--- src/rtl/stack_exec_pkg.sv ---
// Shared constants for the stack execution unit: default parameters, opcodes,
// FSM state encoding and ALU operation encoding.
package stack_exec_pkg;

  localparam int WIDTH_DATA_DEF = 16;
  localparam int AWIDTH_DEF     = 5;
  localparam int OPW_DEF        = 5;

  localparam int OP_PUSH_I = 1;
  localparam int OP_POP    = 2;
  localparam int OP_DUP    = 3;
  localparam int OP_ADD    = 4;
  localparam int OP_SUB    = 5;
  localparam int OP_AND    = 6;
  localparam int OP_OR     = 7;
  localparam int OP_SWAP   = 8;

  typedef enum logic [1:0] {
    S_IDLE = 2'd0,
    S_RD   = 2'd1,
    S_WR   = 2'd2
  } state_e;

  typedef enum logic [1:0] {
    ALU_ADD = 2'd0,
    ALU_SUB = 2'd1,
    ALU_AND = 2'd2,
    ALU_OR  = 2'd3
  } alu_op_e;

endpackage

--- src/rtl/stack_alu.sv ---
// Combinational ALU for binary stack ops; computes (a op b) with a = NOS, b = TOS.
module stack_alu
  import stack_exec_pkg::*;
#(
  parameter int WIDTH_DATA = WIDTH_DATA_DEF
) (
  input  alu_op_e               op,
  input  logic [WIDTH_DATA-1:0] a,
  input  logic [WIDTH_DATA-1:0] b,
  output logic [WIDTH_DATA-1:0] result,
  output logic                  carry
);

  logic [WIDTH_DATA:0] wide;

  // The extra top bit is the carry-out for ADD and the borrow (a < b) for SUB.
  always_comb begin
    wide = '0;
    case (op)
      ALU_ADD: wide = {1'b0, a} + {1'b0, b};
      ALU_SUB: wide = {1'b0, a} - {1'b0, b};
      ALU_AND: wide = {1'b0, a & b};
      ALU_OR:  wide = {1'b0, a | b};
      default: wide = '0;
    endcase
    result = wide[WIDTH_DATA-1:0];
    carry  = wide[WIDTH_DATA];
  end

endmodule

--- src/rtl/stack_exec_unit.sv ---
// Three-cycle stack machine: TOS lives in a register, deeper entries in memory.
// state | meaning
// IDLE  | ready for an instruction; done pulses here after a commit
// RD    | fetch next-on-stack from memory
// WR    | evaluate the instruction, commit on the edge back to IDLE
module stack_exec_unit
  import stack_exec_pkg::*;
#(
  parameter int WIDTH_DATA = WIDTH_DATA_DEF,
  parameter int AWIDTH     = AWIDTH_DEF,
  parameter int OPW        = OPW_DEF
) (
  input  logic                  clk,
  input  logic                  reset,
  input  logic [WIDTH_DATA-1:0] instruction,
  input  logic                  instr_valid,
  output logic                  instr_ready,
  input  logic                  err_clr,
  output logic [WIDTH_DATA-1:0] top_data,
  output logic [AWIDTH:0]       depth,
  output logic                  done,
  output logic                  carry,
  output logic                  err_overflow,
  output logic                  err_underflow,
  output logic                  err_opcode
);

  localparam int IMMW  = WIDTH_DATA - OPW;
  localparam int DEPTH = 2 ** AWIDTH;
  localparam logic [AWIDTH:0] DEPTH_FULL = (AWIDTH+1)'(DEPTH);
  localparam logic [AWIDTH:0] D_ONE      = (AWIDTH+1)'(1);
  localparam logic [AWIDTH:0] D_TWO      = (AWIDTH+1)'(2);

  state_e                state_q, state_d;
  logic [WIDTH_DATA-1:0] instr_q, instr_d;
  logic [WIDTH_DATA-1:0] nos_q, nos_d;
  logic [WIDTH_DATA-1:0] top_q, top_d;
  logic [AWIDTH:0]       depth_q, depth_d;
  logic                  done_q, done_d;
  logic                  carry_q, carry_d;
  logic                  ovf_q, ovf_d, unf_q, unf_d, opc_q, opc_d;

  logic [WIDTH_DATA-1:0] mem_q [DEPTH];
  logic                  mem_we;
  logic [AWIDTH-1:0]     mem_waddr;
  logic [WIDTH_DATA-1:0] mem_wdata;

  logic [OPW-1:0]        opcode;
  logic [WIDTH_DATA-1:0] imm_ext;
  logic [AWIDTH-1:0]     idx_tos, idx_nos;
  alu_op_e               alu_op;
  logic [WIDTH_DATA-1:0] alu_res;
  logic                  alu_carry;

  assign opcode  = instr_q[WIDTH_DATA-1 -: OPW];
  assign imm_ext = {{OPW{1'b0}}, instr_q[IMMW-1:0]};
  // Slot just below TOS (where TOS is spilled on a push) and the NOS slot.
  assign idx_tos = depth_q[AWIDTH-1:0] - AWIDTH'(1);
  assign idx_nos = depth_q[AWIDTH-1:0] - AWIDTH'(2);

  always_comb begin
    case (opcode)
      OPW'(OP_SUB): alu_op = ALU_SUB;
      OPW'(OP_AND): alu_op = ALU_AND;
      OPW'(OP_OR):  alu_op = ALU_OR;
      default:      alu_op = ALU_ADD;
    endcase
  end

  stack_alu #(.WIDTH_DATA(WIDTH_DATA)) u_alu (
    .op     (alu_op),
    .a      (nos_q),
    .b      (top_q),
    .result (alu_res),
    .carry  (alu_carry)
  );

  always_comb begin
    state_d   = state_q;
    instr_d   = instr_q;
    nos_d     = nos_q;
    top_d     = top_q;
    depth_d   = depth_q;
    done_d    = 1'b0;
    carry_d   = carry_q;
    ovf_d     = ovf_q;
    unf_d     = unf_q;
    opc_d     = opc_q;
    mem_we    = 1'b0;
    mem_waddr = idx_tos;
    mem_wdata = top_q;

    // Clear first so an error raised in the same cycle takes precedence.
    if (err_clr) begin
      ovf_d = 1'b0;
      unf_d = 1'b0;
      opc_d = 1'b0;
    end

    case (state_q)
      S_IDLE: begin
        if (instr_valid) begin
          instr_d = instruction;
          state_d = S_RD;
        end
      end
      S_RD: begin
        nos_d   = mem_q[idx_nos];
        state_d = S_WR;
      end
      S_WR: begin
        state_d = S_IDLE;
        done_d  = 1'b1;
        case (opcode)
          OPW'(OP_PUSH_I): begin
            if (depth_q == DEPTH_FULL) ovf_d = 1'b1;
            else begin
              mem_we  = (depth_q != '0);
              top_d   = imm_ext;
              depth_d = depth_q + D_ONE;
            end
          end
          OPW'(OP_POP): begin
            if (depth_q == '0) unf_d = 1'b1;
            else begin
              top_d   = (depth_q == D_ONE) ? '0 : nos_q;
              depth_d = depth_q - D_ONE;
            end
          end
          OPW'(OP_DUP): begin
            if (depth_q == '0) unf_d = 1'b1;
            else if (depth_q == DEPTH_FULL) ovf_d = 1'b1;
            else begin
              mem_we  = 1'b1;
              depth_d = depth_q + D_ONE;
            end
          end
          OPW'(OP_ADD), OPW'(OP_SUB), OPW'(OP_AND), OPW'(OP_OR): begin
            if (depth_q < D_TWO) unf_d = 1'b1;
            else begin
              top_d   = alu_res;
              depth_d = depth_q - D_ONE;
              if (alu_op == ALU_ADD || alu_op == ALU_SUB) carry_d = alu_carry;
            end
          end
          OPW'(OP_SWAP): begin
            if (depth_q < D_TWO) unf_d = 1'b1;
            else begin
              mem_we    = 1'b1;
              mem_waddr = idx_nos;
              top_d     = nos_q;
            end
          end
          default: opc_d = 1'b1;
        endcase
      end
      default: state_d = S_IDLE;
    endcase
  end

  always_ff @(posedge clk or negedge reset) begin
    if (!reset) begin
      state_q <= S_IDLE;
      instr_q <= '0;
      nos_q   <= '0;
      top_q   <= '0;
      depth_q <= '0;
      done_q  <= 1'b0;
      carry_q <= 1'b0;
      ovf_q   <= 1'b0;
      unf_q   <= 1'b0;
      opc_q   <= 1'b0;
    end else begin
      state_q <= state_d;
      instr_q <= instr_d;
      nos_q   <= nos_d;
      top_q   <= top_d;
      depth_q <= depth_d;
      done_q  <= done_d;
      carry_q <= carry_d;
      ovf_q   <= ovf_d;
      unf_q   <= unf_d;
      opc_q   <= opc_d;
    end
  end

  // Entries are never visible above depth, so the memory needs no reset.
  always_ff @(posedge clk) begin
    if (mem_we) mem_q[mem_waddr] <= mem_wdata;
  end

  assign instr_ready   = (state_q == S_IDLE);
  assign top_data      = top_q;
  assign depth         = depth_q;
  assign done          = done_q;
  assign carry         = carry_q;
  assign err_overflow  = ovf_q;
  assign err_underflow = unf_q;
  assign err_opcode    = opc_q;

endmodule
--- config.mk ---
export PLATFORM = sky130hd
export DESIGN_NAME = stack_exec_unit
export DESIGN_NICKNAME = d
export VERILOG_FILES = /design/src/rtl/stack_exec_pkg.sv /design/src/rtl/stack_alu.sv /design/src/rtl/stack_exec_unit.sv
export SDC_FILE = /design/constraint.sdc
export NUM_CORES = 1
export LEC_CHECK = 0
export CAP_MARGIN = 25
export CORE_MARGIN = 2
export CORE_UTILIZATION = 40
export CTS_CLUSTER_DIAMETER = 30
export DETAILED_ROUTE_END_ITERATION = 10
export MAX_ROUTING_LAYER = met4
export SETUP_SLACK_MARGIN = 0.1
export SKIP_LAST_GASP = 1
export SLEW_MARGIN = 20
export SYNTH_ARGS = -nofsm -noshare
export SYNTH_HDL_FRONTEND = slang
export SYNTH_HIERARCHICAL = 1
export SYNTH_SLANG_ARGS = --single-unit
--- constraint.sdc ---
create_clock -name clk -period 11.4 [get_ports clk]
set_input_delay 2.28 -clock clk [delete_from_list [all_inputs] [get_ports clk]]
set_output_delay 2.28 -clock clk [all_outputs]
set_load 0.01 [all_outputs]
==> results of run 1 <==
## cells in the mapped netlist (all sizes together), types with 12 or more instances
cell type | instances | share of area
ha | 26 | 0.013
edfxtp | 512 | 0.63
dfrtp | 61 | 0.063
xor2 | 18 | 0.0068
o22ai | 15 | 0.0039
buf | 33 | 0.0076
mux2i | 42 | 0.017
maj3 | 13 | 0.0054
mux4 | 112 | 0.10
nor2 | 72 | 0.011
o21ai | 44 | 0.0092
a211oi | 12 | 0.0037
xnor2 | 20 | 0.0072
mux2 | 44 | 0.020
nand2 | 115 | 0.018
inv | 27 | 0.0042
clkbuf | 39 | 0.0068
a21oi | 26 | 0.0057
nand3 | 33 | 0.0068
## critical path: stages (launching register included)
cell and delay [ns]:
dfrtp_1 0.81, buf_4 0.39, clkdlybuf4s50_1 0.63
## sequential cells by signal, indices dropped and copies added, names as in the netlist
signal	cells
instr_q	16
err_opcode	1
top_data	16
state_q	2
err_overflow	1
carry	1
mem_q	512
nos_q	16
done	1
depth	6
err_underflow	1
## logic make-up after synthesis
logic type                 Yosys count  synth area share
adders and majority gates           40            0.0196
DFF                                573             0.695
buffers and inverters              101            0.0189
and+or+nand+nor                    288            0.0556
xor gates and xnor gates            38            0.0140
muxes                              198             0.141
AOI/OAI and AO/OA                  186            0.0550
## routing by layer
metal  vias to the layer above  part of all wire  global-route usage
met2                       544              0.47               0.311
met5                         -                 0                   -
met1                      7249              0.43               0.275
met3                       122             0.065              0.0352
met4                         0             0.034              0.0850
li1                       5999                 -                   -
## metrics by stage
| stage | power, mW | worst slack [ns] |
|---|---|---|
| 2_1_floorplan | 4.80 | 7.37 |
| 3_3_place_gp | 5.75 | 6.91 |
| 3_5_place_dp | 5.77 | 6.74 |
| 4_1_cts | 9.02 | 6.59 |
| 5_1_grt | 9.39 | 6.42 |
| 6_report | 8.97 | 6.63 |
## power groups by stage
stage / Combinational [mW] / Clock (mW) / Sequential, mW
floorplan: 2.01 / 0 / 2.79
global placement: 2.99 / 0 / 2.76
detailed placement: 3.01 / 0 / 2.76
CTS: 3.03 / 3.27 / 2.73
global route: 3.27 / 3.37 / 2.74
finish: 3.03 / 3.22 / 2.72
## worst min-delay path by stage
stage,startpoint,endpoint,slack [ns]
after floorplan,instr_q[0],instr_q[0],0.48
after global placement,err_overflow,err_overflow,0.48
after detailed placement,err_overflow,err_overflow,0.49
after CTS,err_overflow,err_overflow,0.50
after global routing,err_overflow,err_overflow,0.51
final,err_overflow,err_overflow,0.51
## layout make-up
class                      instances  area [um^2]  area share
sequential                       573        16900       0.571
clock inverter                    76          981      0.0331
inverter                          29          109     0.00368
tap                              782          978      0.0330
timing repair buffer             105          913      0.0308
clock buffer                     124         2760      0.0933
multi-input combinational        750         6970       0.235
==> impl_results.md, run 1 <==
* CTS Sinks at ~570
* Minimum clock period at roughly 4.8 ns
* Mapped Area at 24300 um^2
* Syn Nets at 1471
* WP data required at roughly 9.1 ns
* Root Buffer: clkbuf_16
* Net Sw Frac at 0.343
* I/O pin cnt at 48
* Post-CTS Hold Fix Bufs at 0
* Initial antenna violation count at 2
* Net count, final at between 1500 and 2000
* VDD IR-drop max at approximately 0.00019 V
* Pin count of the biggest net entering global routing at approximately 90
* CTS max path bufs at 3
* Commonest non-fill, non-tap cell in the layout: edfxtp_1
* Seq pwr share at 0.304
* Slew margin rel. at 0.327
* Clock power share at 0.359
* Reg2reg path depth at 15
* Least-Margin Pin Slew at between 1 and 1.5 ns
* Placed insts at 2239
* HPWL after DPL at 35600 um
* Core area at approximately 60000 um^2
* FF+latch count, synth at between 500 and 600
* Clock-pin slew on the worst setup and hold paths at 0.04 ns
* F_max at 0.210 GHz
* Setup Total Neg Slack at 0 ns
* Pre-antenna DRT Iters at 9
* Critical R2R Launch: instr_q[15]
* DP Area at between 20000 and 30000 um^2
* Sw Pwr at 3.07 mW
* Slew Limit Fails at 0
* Diodes inserted at 0
* DRC viols at 0
* Worst setup EP type: primary output
* Post-route insts no fill at 2439
* Power per Cell Area at slightly above 300 nW/um^2
* Count of cell types in the netlist at 76
* Synth warn at 6
* Chip width at roughly 250 um
* Most frequent cells in the layout: 512 x edfxtp_1, 114 x nand2_1, 112 x mux4_2
* Max-cap violations at 0
* TritonCTS clock tree: done
* Starting DRT DRC Count at about 1400
* Worst-path fanout max at 21
* Final hold vios at 0
* Period Utilization, post-route at 0.418
* CP endpoint: top_data[0]
* Vias in the first global route at around 14000
* Post-synth EDFFs at just over 500
* Reg2Reg Setup Slack at ~6.8 ns
* RSZ-0062 raised after global routing: no
* Startpoint Class: flip-flop
* Post-synth ARST share at 0.106
* Post-synthesis sequential area ratio at 0.695
* Postcts setup bufs at 0
* GRT Util Overall at 0.205
* Crit path from: top_data[0]
* Fin util at 0.492
* Hold WC Path Type: flip-flop to flip-flop
* Ys flop type: edfxtp_1
* Internal power at a little under 6 mW
* Initial core utilization at 0.403
* Fill count at between 4000 and 5000
* # setup viols final at 0
* DRT antenna net count at 0
* Logic gate share of total power at 0.338
* First-pass GRT wire length at between 90000 and 100000 um
* Vias per cell at roughly 5.7
* Overflow after GRT at 0
* CP Data Arrival Time at approximately 2.5 ns
* Die ar. at about 63000 um^2
* Die H at 250 um
* CTS resizes at 0
* Outcome: complete, no violations
* Final Cell Area at 29600 um^2
* Final Skew at 0.0248 ns
* Pleak at 10.1 nW
* Via count at 13914
* Insertion delay to the later sink of the worst-skew pair at roughly 0.65 ns
* Port bufs at 47
* CTS Buf Count at roughly 110
* Wire per inst at 25.3 um
* Share of cells above drive strength 1 at 0.247
* Post-synthesis cell count at between 1000 and 1500
* Max H-tree Level at 3
* Syn_area_per_cell at 17.1 um^2
* FP Rows at 90
* Reg2reg end: top_data[14]
* Final WL at ~60000 um
* Min Hold Slack at between 0.5 and 0.6 ns
* Routability cong. at 0.875
* Worst Hold Path Cells at 1
* Area Growth Syn to Fin at 21.9%
* Setup CP Type: flip-flop to primary output
No activity file was read; power rests on OpenSTA's default activity.
==> run 2: changes to the inputs <==
clock period = 4.3 ns   (was 11.4 ns; I/O delays follow)
==> impl_results.md, run 2 (synthesized netlist as in run 1, its figures left out) <==
* Outcome: complete, no violations
* Critical-path top delay cell: dfrtp_1
* Slew Limit Fails at 0 (unchanged)
* GRT Util Overall at 0.207 (+0.00266)
* GR Layer Usage met2 at 0.319 (+0.00770)
* CTS Buf Count at 109 (+0.93%)
* Max incr delay on CP at 0.43 ns (-0.38 ns)
* Startpoint Class: flip-flop
* Pre-antenna DRT Iters at 5 (-4)
* Fin util at 0.495 (+0.00343)
* DRT antenna net count at 0 (unchanged)
* Postcts setup bufs at 0 (unchanged)
* Post-route insts no fill at 2470 (+1.3%)
* FP Rows at 90 (unchanged)
* Final hold vios at 0 (unchanged)
* Final Cell Area at 29800 um^2 (+0.70%)
* CP Data Arrival Time at 4.45 ns (+1.96 ns)
* Logic gate share of total power at 0.349 (+0.011)
* Wire per inst at 25.2 um (-0.39%)
* Core area at 60200 um^2 (unchanged)
* Hold WC Path Type: input port to asynchronous set/reset pin
* Worst setup EP type: flip-flop
* # setup viols final at 0 (unchanged)
* Post-CTS Hold Fix Bufs at 0 (unchanged)
* Most frequent cells in the layout: 512 x edfxtp_1, 114 x nand2_1, 112 x mux4_2
* Global routing usage on met3 at 0.0416 (+0.00634)
* CP cell instances: nor2_1 > and3_1 > nand2b_1 > buf_4 > o31ai_1 > xor2_1 > ha_1 > nand2_1 > a2111oi_0 > nor2_1 > a211oi_1 > nor2_1 > a32o_1 > a22o_1 > mux2_2
* I/O pin cnt at 48 (unchanged)
* Cell mode on critical path: nor2_1
* Met1 Use GR at 0.270 (-0.00473)
* Sw Pwr at 8.26 mW (+170%)
* Vias per cell at 5.64 (-1.2%)
* Routability cong. at 0.899 (+2.8%)
* Max-cap violations at 0 (unchanged)
* Final Skew at 0.0260 ns (+0.00125 ns)
* Setup CP Type: flip-flop to flip-flop
* Starting DRT DRC Count at 1246 (-8.9%)
* Share of cells above drive strength 1 at 0.265 (+0.0171)
* Insertion delay to the later sink of the worst-skew pair at 0.66 ns (about the same)
* Initial antenna violation count at 2 (unchanged)
* DP Area at 26100 um^2 (+0.80%)
* F_max at ~0.25 GHz
* Die H at 250 um (unchanged)
* Clock power share at 0.351 (-0.008)
* Net count, final at 1640 (+1.6%)
* Placed insts at 2262 (+1.0%)
* DRC viols at 0 (unchanged)
* Internal power at 15.6 mW (+160%)
* Die ar. at 62700 um^2 (unchanged)
* HPWL after DPL at 37200 um (+4.4%)
* Worst-path fanout max at 7 (-67%)
* Root Buffer: clkbuf_16
* Commonest non-fill, non-tap cell in the layout: edfxtp_1
* CTS Sinks at 573 (unchanged)
* First-pass GRT wire length at 92700 um (+1.5%)
* RSZ-0062 raised after global routing: no
* Vias in the first global route at 14239 (+2.0%)
* TritonCTS clock tree: done
* Max H-tree Level at 3 (unchanged)
* GR peak layer: met2
* Clock-pin slew on the worst setup and hold paths at 0.05 ns (about the same)
* Power per Cell Area at 801 nW/um^2 (+160%)
* Via count at 13923 (+0.065%)
* Period Utilization, post-route at 0.914
* Area Growth Syn to Fin at 22.7%
* Slew margin rel. at 0.312 (-0.0150)
* WP data required at 4.82 ns (-4.30 ns)
* Largest reg by FF count: mem_q
* Least-Margin Pin Slew at 1.03 ns (+0.0224 ns)
* Port bufs at 47 (unchanged)
* Setup Total Neg Slack at 0 ns (unchanged)
* Min Hold Slack at 0.349 ns (-0.164 ns)
* Pin count of the biggest net entering global routing at 122 (+37%)
* Minimum clock period at 3.93 ns
* VDD IR-drop max at 0.000439 V (+130%)
* Initial core utilization at 0.403 (unchanged)
* Final WL at 62300 um (+0.88%)
* Chip width at 250 um (unchanged)
* CTS max path bufs at 3 (unchanged)
* Max reg flops at 512 (unchanged)
* Pleak at 10.3 nW (+1.4%)
* Net Sw Frac at 0.346 (+0.00338)
* Seq pwr share at 0.300 (-0.004)
* Overflow after GRT at 0 (unchanged)
==> run 2: path summary, 6_finish.rpt <==
path	startpoint	endpoint	slack, ns	cells past startpoint
hold reg to reg	err_underflow	err_underflow	0.50	1
setup reg to reg	instr_q[14]	top_data[13]	0.37	15
min in group clk	err_underflow	err_underflow	0.50	1
max in group asynchronous	reset	instr_q[10]	3.00	2
hold / removal	reset	done	0.35	1
setup / recovery	instr_q[14]	top_data[13]	0.37	15
==> run 2: power groups by stage <==
stage / sequential, mW / clock, mW / combinational, mW
2_1_floorplan: 7.40 / 0 / 5.32
3_3_place_gp: 7.26 / 0 / 8.18
3_5_place_dp: 7.27 / 0 / 8.24
4_1_cts: 7.17 / 8.51 / 8.30
5_1_grt: 7.18 / 8.78 / 8.96
6_report: 7.16 / 8.39 / 8.33
==> run 2: repair_timing <==
action,CTS,global route
endpoints found under the hold margin,0,0
gates resized for setup,0,2
setup endpoints to repair,0,3
==> run 2: metrics by stage <==
| step | power (mW) | setup WS [ns] |
|---|---|---|
| floorplan | 12.7 | 0.265 |
| global placement | 15.4 | 0.434 |
| detailed placement | 15.5 | 0.394 |
| CTS | 24.0 | 0.386 |
| global route | 24.9 | 0.156 |
| finish | 23.9 | 0.370 |
==> run 2: routing by layer <==
layer	part of all wire	up-vias
met5	0	-
met4	0.036	0
li1	-	6059
met3	0.071	125
met1	0.42	7201
met2	0.47	538
==> run 2: area by class of cell <==
cell class	count	area, um^2
Multi-Input combinational cell	750	6960
Fill cell	4867	30400
Sequential cell	573	16900
Clock inverter	83	882
Timing Repair Buffer	130	1160
Tap cell	782	978
Clock buffer	121	2810
Inverter	29	109
Antenna cell	2	5.00
==> run 2: worst max-delay path: cells and delay by family (launching register included) <==
family	cells	cell delay, ns
DFF	1	0.43
adders and majority gates	1	0.43
and+or+nand+nor	6	1.10
buffers and inverters	1	0.21
xor gates and xnor gates	1	0.16
muxes	1	0.25
AOI/OAI and AO/OA	5	1.22
==> edit 1: new RTL, config.mk and constraints of run 2 <==
Set the package constant `OPW_DEF` to 10 (it was 5).
--- a/src/rtl/stack_exec_pkg.sv
+++ b/src/rtl/stack_exec_pkg.sv
@@ -6,3 +6,3 @@
   localparam int AWIDTH_DEF     = 5;
-  localparam int OPW_DEF        = 5;
+  localparam int OPW_DEF        = 10;
 
Behaviour: not the same (Yosys sat finds a counterexample within 4 cycles, from zero or initial values and one cycle with reset low).
==> edit 1 against run 2 <==
  * Routed wire length is 3.5% lower
  * Non-clock buffer count shrank 7
  * Sequential cell count is the same
  * Final cell count shrank 2.1%
  * Critical path depth rose by 2
  * Final area grew 0.92%
  * Setup slack improved by 0.0064 ns
  * Utilization increased by 0.36 points
  * Synthesized area is 0.55% higher
  * Critical path type unchanged
Power is not compared: it rests on default switching activity, and its combinational part moved more than twofold at a synthesized area within 25%.
==> edit 1: results (changes against run 2) <==
- Initial antenna violation count: 1 (-1)
- Post-place setup slack: 0.317 ns (-0.0765 ns)
- Input/output buffers: 47 (unchanged)
- Rel. slew slack: 30.9% (-0.28 points)
- Metal-1 WL: 27200 µm (+4.1%)
- Status: finished clean
- Grt met2 use: 29.8% (-2.0 points)
- Final antenna diode count: 0 (-2)
- Pin count of the biggest net entering global routing: 138 (+13%)
- Placed Cells: 2208 (-2.4%)
- Avg Cell Area, Syn: 17.8 µm² (+4.3%)
- Max reg flops: 512 (unchanged)
- Post-layout net count: 1586 (-3.3%)
- Global-route wire length before repair: 89700 µm (-3.2%)
- Post-synth top cells: 512 x edfxtp_1, 130 x mux4_2, 89 x nand2_1
- Met2 WL: 27900 µm (-5.6%)
- Filler Cell Count: 4949 (+1.7%)
- Clk_skew: 0.0244 ns (-0.00164 ns)
- Critical Path Fanout Max: 10 (+3)
- CP max stage delay: 0.40 ns (-0.03 ns)
- Final HPWL from detailed placement: 35600 µm (-4.4%)
- Clock insertion delay at the later pin of the skew report: 0.65 ns
- Layout Cells excl Fill: 2417 (-2.1%)
- Synth top area cells: edfxtp_1 63%, mux4_2 12%, dfrtp_1 6.2%
- Final GP Congestion: 0.905 (+0.69%)
- Vias: 13600 (-2.5%)
- Wire length on met3: 3410 µm (-23%)
- WL final: 60200 µm (-3.5%)
- Ys async rst share: 10.6% (unchanged)
- Initial DRC count: 1205 (-3.3%)
- Gr usage total: 19.9% (-0.85 points)
- TritonCTS Buffers: 111 (+1.8%)
- Met1 Use GR: 27.4% (+0.40 points)
- Sequential fraction of the synthesis area: 69.2% (-0.38 points)
- Number of synthesized flops with an enable pin: 512 (unchanged)
- Synth cell types: 80 (+5.3%)
- Met3 GRT Util: 3.37% (-0.79 points)
- Number of H-tree levels: 3 (unchanged)
- Clock Path Buffers: 3 (unchanged)
- Ratio of cells with drive above 1 in the final layout: 28.3% (+1.8 points)
- Mapped Nets: 1420 (-3.5%)
edit 1: what timing repair did:
action | in CTS | in global routing
buffers inserted | 0 | 0
resized for setup | 0 | 4
setup endpoints to repair | 0 | 6
edit 1: cell families (layout without fill, tap and decap cells):
kind of cell             count (synthesis)  after routing  synth area share [%]
AO/OA/AOI/OAI                          188            188                  5.73
flip-flops                             573            573                  69.2
adder cells (fa/ha/maj)                 40             40                  1.95
multiplexers                           196            196                  15.0
XOR/XNOR                                37             37                  1.36
AND/OR/NAND/NOR                        249            249                  5.17
buffers and inverters                   90            352                  1.66
edit 1: final timing paths:
kind | cells past startpoint | startpoint | slack, ns | endpoint
max in group asynchronous | 2 | reset | 3.08 | depth[0]
min in group clk | 1 | err_overflow | 0.50 | err_overflow
min | 1 | reset | 0.14 | top_data[14]
min reg2reg | 1 | err_overflow | 0.50 | err_overflow
max reg2reg | 17 | instr_q[12] | 0.38 | top_data[14]
max | 17 | instr_q[12] | 0.38 | top_data[14]
edit 1: power by group through the flow:
stage | registers, mW | logic (mW) | clock network [mW]
final | 6.39 | 3.15 | 8.67
after CTS | 6.39 | 3.11 | 8.81
after global placement | 6.48 | 3.08 | 0
after detailed placement | 6.48 | 3.09 | 0
after floorplan | 6.45 | 2.33 | 0
after global routing | 6.39 | 3.48 | 9.08
edit 1: final cells by class:
type	count	area share, %
multi-input cells	710	23.9
flip-flops and latches	573	56.2
clock inverters	80	3.23
well taps	782	3.25
repair buffers	123	3.52
inverters	20	0.249
clock buffers	129	9.62
edit 1: metrics by stage:
step           power, mW  instance area (µm²)
6_report            18.2                30100
3_5_place_dp        9.57                26200
4_1_cts             18.3                30100
3_3_place_gp        9.56                26200
5_1_grt             18.9                30100
2_1_floorplan       8.78                24500
==> edit 2: new RTL, config.mk and constraints of run 2 <==
Made on the original files. Re-encode `state_e` (3 states) as one-hot, 3 bits wide.
--- a/src/rtl/stack_exec_pkg.sv
+++ b/src/rtl/stack_exec_pkg.sv
@@ -17,6 +17,6 @@
 
-  typedef enum logic [1:0] {
-    S_IDLE = 2'd0,
-    S_RD   = 2'd1,
-    S_WR   = 2'd2
+  typedef enum logic [2:0] {
+    S_IDLE = 3'b001,
+    S_RD   = 3'b010,
+    S_WR   = 3'b100
   } state_e;
Behaviour: same outputs for any inputs over 4 cycles, from zero or initial values and one cycle with reset low; so few cycles prove little.
==> edit 2 against run 2 <==
  * Sequential cell count is 1 higher
  * Die area is 2.2% higher
  * Power is 0.36% higher
  * Worst hold slack worse by 0.041 ns
  * Routed wire length is 5.6% higher
  * Largest power group unchanged
  * Synthesized area is 2.2% higher
  * Setup slack worse by 0.074 ns
  * Combinational power hardly changed
  * Sequential share of layout area is 1.6 points lower
  * Final cell count is 9.7% higher
  * Final area is 3.1% higher
  * Sequential power is 4.1% lower
==> edit 2: results (changes against run 2) <==
- Critical Path Fanout Max: 9 (+2)
- Pin count of the biggest net entering global routing: 93 (-24%)
- Sequential cell area share: 55.1% (-1.6 points)
- Hold_buf cts: 0 (unchanged)
- Psw: 8.37 mW (+1.3%)
- Synth top area cells: edfxtp_1 62%, mux2i_1 11%, dfrtp_1 6.1%
- Initial DRC count: 1367 (+9.7%)
- Met2 WL: 32100 µm (+8.6%)
- Bufs w/o clock: 149 (+15%)
- LEAKAGE: 10.4 nW (+1.1%)
- Area Overhead vs Synth: 23.8%
- Non-clock inverter count: 30 (+3.4%)
- Initial antenna violation count: 0 (-2)
- Comb. pwr: 8.34 mW (about the same)
- Seq cells: 574 (+0.17%)
- CP arrival: 4.54 ns (+0.09 ns)
- R2R Path End: top_data[14]
- Mapped Nets: 1650 (+12%)
- Clk. pwr: 8.76 mW (+4.4%)
- Ys async rst share: 10.8% (+0.16 points)
- Final HPWL from detailed placement: 38700 µm (+3.9%)
- Post-place setup slack: 0.285 ns (-0.108 ns)
- Non-clock buffering overhead: 4.26% (+0.35 points)
- Filler Cell Count: 5189 (+6.6%)
- Clock buf/inv share: 12.6% (+0.23 points)
- Reg2Reg Depth: 16 (+1)
- Met1 Use GR: 28.2% (+1.2 points)
- Grt met2 use: 34.4% (+2.6 points)
- Post-layout net count: 1821 (+11%)
- Flop2flop setup slack: 0.30 ns (-0.07 ns)
- Via density: 5.55 (-1.6%)
- WL final: 65800 µm (+5.6%)
- Post-synth top cells: 512 x edfxtp_1, 270 x mux2i_1, 144 x a22oi_1
- Global-route wire length before repair: 97600 µm (+5.4%)
- TritonCTS Buffers: 114 (+4.6%)
- Status: finished clean
- Met3 GRT Util: 3.16% (-1.0 points)
- Crit Reg-Reg Startpoint: instr_q[15]
- Synth cell types: 79 (+3.9%)
- Vias in the first global route: 15000 (+5.6%)
- #MultiIn Comb: 905 (+21%)
- Metal-1 WL: 29200 µm (+12%)
- Final antenna diode count: 0 (-2)
- Worst vdd ir: 0.549 mV (+25%)
- PD cells: 779 mW/mm² (-2.7%)
- Multi-input gate area: 0.00747 mm² (+7.3%)
-- edit 2: kinds of logic (layout without fill, tap and decap cells) --
| group | Yosys count | in the layout | synth area share [%] |
|---|---|---|---|
| compound gates | 326 | 326 | 9.51 |
| xor+xnor | 33 | 33 | 1.16 |
| fa+ha+maj | 40 | 40 | 1.91 |
| buf+inv | 124 | 394 | 2.31 |
| flops | 574 | 574 | 68.1 |
| mux | 309 | 309 | 12.6 |
| simple gates | 197 | 197 | 4.33 |
-- edit 2: stage by stage --
step / hold slack (ns) / std cells / cell area, µm²
2_1_floorplan: 0.481 / 1603 / 24800
3_3_place_gp: 0.464 / 2493 / 26800
3_5_place_dp: 0.484 / 2494 / 26900
4_1_cts: 0.328 / 2709 / 30700
5_1_grt: 0.373 / 2710 / 30800
6_report: 0.308 / 2710 / 30800
-- edit 2: critical path, stage by stage, from the launching register on --
cell,delay [ns]
dfrtp_1,0.53
inv_1,0.12
and3_1,0.22
nand2b_1,0.30
buf_4,0.24
nand2_1,0.06
nand2_1,0.07
xnor2_1,0.15
ha_1,0.38
nand3_1,0.12
or3_1,0.43
a2111oi_1,0.43
a211oi_1,0.12
xor2_1,0.17
o21ai_1,0.07
a22o_1,0.21
mux2_2,0.25
-- edit 2: how the worst max path moves through the flow --
stage,startpoint,endpoint,slack [ns]
global route,instr_q[15],top_data[14],0.07
global placement,instr_q[15],top_data[14],0.30
floorplan,top_data[5],top_data[14],0.27
CTS,instr_q[15],top_data[14],0.27
detailed placement,instr_q[15],top_data[14],0.29
finish,instr_q[15],top_data[14],0.30
-- edit 2: timing repair --
item | CTS | global route
resized for setup | 0 | 3
endpoints found under the hold margin | 0 | 0
endpoints found under the setup margin | 0 | 2
